===== src/rtl/tdm_pkg.sv =====
// tdm_pkg: shared state encoding and slot indices for the TDM demultiplexer.
package tdm_pkg;
    typedef enum logic {ST_HUNT = 1'b0, ST_LOCK = 1'b1} state_t;
    localparam int NUM_SLOTS = 4;
    localparam logic [1:0] SLOT_A = 2'd0;
    localparam logic [1:0] SLOT_B = 2'd1;
    localparam logic [1:0] SLOT_C = 2'd2;
    localparam logic [1:0] SLOT_D = 2'd3;
endpackage


===== src/rtl/tdm_slot_counter.sv =====
// tdm_slot_counter: 2-bit slot index; loads 1 on a sync beat, increments on other beats, flags slot D.
module tdm_slot_counter
    import tdm_pkg::*;
(
    input  logic       clk,
    input  logic       rst,
    input  logic       i_load,
    input  logic       i_inc,
    output logic [1:0] o_slot,
    output logic       o_wrap
);
    logic [1:0] r_slot;
    always_ff @(posedge clk or posedge rst) begin
        if (rst) r_slot <= SLOT_A;
        else if (i_load) r_slot <= SLOT_B;
        else if (i_inc) r_slot <= r_slot + 2'd1;
    end
    assign o_slot = r_slot;
    assign o_wrap = (r_slot == SLOT_D);
endmodule


===== src/rtl/tdm_demux4.sv =====
// tdm_demux4: splits a 4-slot TDM lane into four double-buffered channel outputs with lock tracking.
// Optional TDM_DEMUX_PARITY_EN adds per-beat even parity (din_par) and a bad-frame pulse (par_err).
module tdm_demux4
    import tdm_pkg::*;
#(
    parameter int WIDTH = 4
) (
    input  logic             clk,
    input  logic             rst,
    input  logic [WIDTH-1:0] din,
    input  logic             din_valid,
    input  logic             frame_sync,
    output logic [WIDTH-1:0] ch_a,
    output logic [WIDTH-1:0] ch_b,
    output logic [WIDTH-1:0] ch_c,
    output logic [WIDTH-1:0] ch_d,
    output logic             frame_valid,
    output logic             locked,
    output logic             sync_err
`ifdef TDM_DEMUX_PARITY_EN
    ,
    input  logic             din_par,
    output logic             par_err
`endif
);
    state_t           r_state, w_next;
    logic [WIDTH-1:0] r_sh [NUM_SLOTS-1];
    logic [WIDTH-1:0] r_ch_a, r_ch_b, r_ch_c, r_ch_d;
    logic             r_fv, r_serr, r_pend;
    logic [1:0]       w_slot;
    logic             w_wrap, w_sync, w_lbeat, w_mis, w_done, w_good;

    assign w_sync  = din_valid & frame_sync;
    assign w_lbeat = (r_state == ST_LOCK) & din_valid & ~frame_sync;
    assign w_mis   = (r_state == ST_LOCK) & w_sync & (w_slot != SLOT_A);
    assign w_done  = w_lbeat & w_wrap;

`ifdef TDM_DEMUX_PARITY_EN
    logic r_bad, r_perr, w_perr, w_start;
    assign w_perr  = din_valid & ((^din) != din_par);
    assign w_start = w_sync | (w_lbeat & (w_slot == SLOT_A));
    assign w_good  = w_done & ~(r_bad | w_perr);
    always_ff @(posedge clk or posedge rst) begin
        if (rst) begin
            r_bad  <= 1'b0;
            r_perr <= 1'b0;
        end else begin
            r_perr <= w_done & (r_bad | w_perr);
            if (w_start) r_bad <= w_perr;
            else if (w_lbeat) r_bad <= r_bad | w_perr;
        end
    end
    assign par_err = r_perr;
`else
    assign w_good = w_done;
`endif

    tdm_slot_counter u_cnt (
        .clk    (clk),
        .rst    (rst),
        .i_load (w_sync),
        .i_inc  (w_lbeat),
        .o_slot (w_slot),
        .o_wrap (w_wrap)
    );

    always_ff @(posedge clk or posedge rst) begin
        if (rst) r_state <= ST_HUNT;
        else r_state <= w_next;
    end

    // a second misaligned sync before any good frame drops lock
    always_comb begin
        w_next = r_state;
        if (r_state == ST_HUNT && w_sync) w_next = ST_LOCK;
        if (w_mis && r_pend) w_next = ST_HUNT;
        locked = (r_state == ST_LOCK);
    end

    always_ff @(posedge clk or posedge rst) begin
        if (rst) begin
            for (int i = 0; i < NUM_SLOTS - 1; i++) r_sh[i] <= '0;
            r_ch_a <= '0;
            r_ch_b <= '0;
            r_ch_c <= '0;
            r_ch_d <= '0;
            r_fv   <= 1'b0;
            r_serr <= 1'b0;
            r_pend <= 1'b0;
        end else begin
            r_fv   <= w_good;
            r_serr <= w_mis;
            if (w_mis) r_pend <= ~r_pend;
            else if (w_good) r_pend <= 1'b0;
            if (w_sync) r_sh[0] <= din;
            else if (w_lbeat)
                for (int i = 0; i < NUM_SLOTS - 1; i++)
                    if (w_slot == 2'(i)) r_sh[i] <= din;
            if (w_good) begin
                r_ch_a <= r_sh[0];
                r_ch_b <= r_sh[1];
                r_ch_c <= r_sh[2];
                r_ch_d <= din;
            end
        end
    end

    assign ch_a        = r_ch_a;
    assign ch_b        = r_ch_b;
    assign ch_c        = r_ch_c;
    assign ch_d        = r_ch_d;
    assign frame_valid = r_fv;
    assign sync_err    = r_serr;
endmodule


===== config.mk =====
export PLATFORM = sky130hd
export DESIGN_NAME = tdm_demux4
export DESIGN_NICKNAME = d
export VERILOG_FILES = /design/src/rtl/tdm_pkg.sv /design/src/rtl/tdm_slot_counter.sv /design/src/rtl/tdm_demux4.sv
export SDC_FILE = /design/constraint.sdc
export NUM_CORES = 1
export LEC_CHECK = 0
export BUFFER_PORTS_ARGS = -buffer_cell sky130_fd_sc_hd__buf_2
export CORE_ASPECT_RATIO = 1.25
export CORE_UTILIZATION = 57
export DETAILED_ROUTE_END_ITERATION = 10
export PLACE_DENSITY_LB_ADDON = 0.3
export SYNTH_ARGS = -nofsm -noshare
export SYNTH_HDL_FRONTEND = slang
export SYNTH_HIERARCHICAL = 1
export SYNTH_SLANG_ARGS = --single-unit

===== constraint.sdc =====
create_clock -name clk -period 2.6 [get_ports clk]
set_input_delay 0.26 -clock clk [delete_from_list [all_inputs] [get_ports clk]]
set_output_delay 0.26 -clock clk [all_outputs]
set_load 0.01 [all_outputs]

==> flow_summary.toml <==
[status]
status = "finished, final reports clean"

[worst_setup_path]
r2r-start = "u_cnt/o_slot[0]"
path_cells = "ha_1, nand4b_4, mux2_4"
r2r_end = "ch_b[2]"
rrSetupSlack_ns = 1.02
cp_top_family = "flip-flops"
cp.depth = 3
crit_path_end_kind = "flip-flop"
ff2ff_path_depth = 3
start_kind = "flip-flop"
cp.required_ns = 2.80
cp_max_fo = 18
critPathMaxStageDelay_ns = 0.48
path_buf_inv = 0
cp_slowest_cell = "dfrtp_1"
arrival_ns = 1.79
path_class = "reg2reg"

[synth]
ys_types = 18
synth_top_family_by_area = "multiplexers"
synthMuxAreaShare_pct = 26.1
syn_area_um2 = 1400
synth_top_cell_by_area = "dfrtp_1"
synth_area_per_cell_um2 = 16.7
syn_nets = 93
ys_seq_area_share_pct = 60.8
ys_ff_latch = 34
synth-simple-area-share_pct = 8.14
synthCells = 84
synth-xor-area-share_pct = 0.626
synth_compound_area_share_pct = 1.52
ys.warnings.count = 6
synth-adder-area-share_pct = 0.894
synth_top_cell_area_share_pct = 60.8
netlist_top_cells_area = "dfrtp_1 61%, mux2_2 16%, mux2_4 8.6%"

[clocking]
insertion_delay_ns = 0.32
post_cts_buffers = 0
cts_sinks = 34
tritoncts = "done"
ctsHoldBuffers = 1
cts_made_buffers = 5
htree_levels = 2
cts-root-buf = "clkbuf_4"
clock_path_buffers = 2
cts_resized = 0
clkTransAtPathRegs_ns = 0.09

[pwr]
leakagePower_nw = 0.845
power.total_w = 0.00176
powerDensity_nw_per_um2 = 1090
peakVddDrop_v = 0.000600

[min_path]
hold_depth = 2
hold_end = "ch_d[3]"
hold_class = "in2reg"
min_from = "din[3]"

[drt]
remaining_drc_errors = 0
wirelength_um = 1980
routed_via_density = 5.07
wire_per_inst_um = 13.3
vias = 756
drtIter0Drc = 2
dr.pass1.iters = 2
drtAntennaViolNets = 0

[die]
start_util_pct = 61.9
core-area_um2 = 2260
die_h_um = 57.4
io_pins = 27
dieWidth_um = 46.3
dieArea_um2 = 2660
fp-row-count = 19

[timing]
layout_setup_ws_ns = 1.02
finalCritPeriodShare_pct = 60.9
max_freq_mhz = 631
relSlewSlack_pct = 73.1
clock_skew_ns = 0.00453
period_minus_slack_ns = 1.58
fin_setup_tns_ns = 0
setup_violations = 0
worst_pin_slew_ns = 0.403
hold_violations = 0
rsz0062_at_grt = "no"
slew_viol_final = 0

[job]
drv_cap = 0

[layout]
area_growth_pct = 15.7
layout-drive-gt1-share_pct = 55.1
antenna_cells = 0
nets = 127
multiInputGateArea_um2 = 522
register_area_um2 = 851
final_common_cell = "dfrtp_1"
final_cell_mix = "34 x dfrtp_1, 26 x buf_2, 20 x mux2_2"
finish.utilization_pct = 71.7
fill_cells = 166

[placed_design]
port_buffers = 26
dp_hpwl_um = 1450
gp_congestion = 0.680
place_ws_ns = 1.01

[global_route]
grt_pass1_wl_um = 3380
track_usage_pct = 18.3
grt_max_degree = 33
antenna_found_initial = 0
grt-ovfl-total = 0
grt_pass1_vias = 749
-- flip-flops by register name, summed over array words and instances (netlist names) --
signal and flops:
ch_a 4, locked 1, ch_b 4, u_cnt/o_slot 2
frame_valid 1, ch_c 4, r_pend 1, r_sh 12
ch_d 4, sync_err 1
-- report_power, final --
part	internal [W]	switching, W
logic	0.000357	0.000237
clock network	0.000102	0.000149
registers	0.000765	0.000152
total	0.00122	0.000538
-- layer usage --
layer | share of wire (%) | GRT usage (%) | up-vias
li1 | - | - | 363
met4 | 2.4 | 8.82 | 0
met1 | 42 | 22.8 | 371
met5 | 0 | 0 | -
met3 | 3.1 | 5.70 | 5
met2 | 53 | 28.0 | 17
-- final cells by class --
cell class                      count  area share (%)
Sequential cell                    34            52.6
Multi-Input combinational cell     45            32.2
Timing Repair Buffer               28            9.12
Clock buffer                        7            2.78
Tap cell                           31            2.40
Inverter                            4           0.927
-- how the worst max path moves through the flow --
stage                          startpoint      end  slack, ns
after global placement    u_cnt/o_slot[0]  ch_a[3]       1.07
after CTS                 u_cnt/o_slot[0]  ch_b[1]       0.98
after global routing      u_cnt/o_slot[0]  ch_a[0]       0.94
after floorplan           u_cnt/o_slot[0]  ch_a[0]       1.17
after detailed placement  u_cnt/o_slot[0]  ch_a[0]       1.01
final                     u_cnt/o_slot[0]  ch_b[2]       1.02
-- metrics by stage --
stage / cell area [µm²] / hold WS [ns] / instances
3_5_place_dp: 1560 / 0.122 / 141
6_report: 1620 / 0.210 / 149
3_3_place_gp: 1560 / 0.120 / 141
5_1_grt: 1620 / 0.204 / 149
2_1_floorplan: 1400 / 0.00118 / 84
4_1_cts: 1620 / 0.198 / 149
-- kinds of logic after synthesis --
kind of cell	Yosys count
AO/OA/AOI/OAI	2
flip-flops	34
adder cells (fa/ha/maj)	1
XOR/XNOR	1
multiplexers	30
AND/OR/NAND/NOR	11
buffers and inverters	5
-- Yosys cell counts (all sizes together) --
cell / count
nand2: 1
dfrtp: 34
xnor2: 1
mux2: 28
mux2i: 2
inv: 4
buf: 1
a2bb2oi: 1
and2: 1
ha: 1
nor2: 3
nand2b: 1
nand4b: 1
nor3b: 2
nand3b: 1
a31oi: 1
nand3: 1
Note: power is estimated with default switching activity, not from simulation.
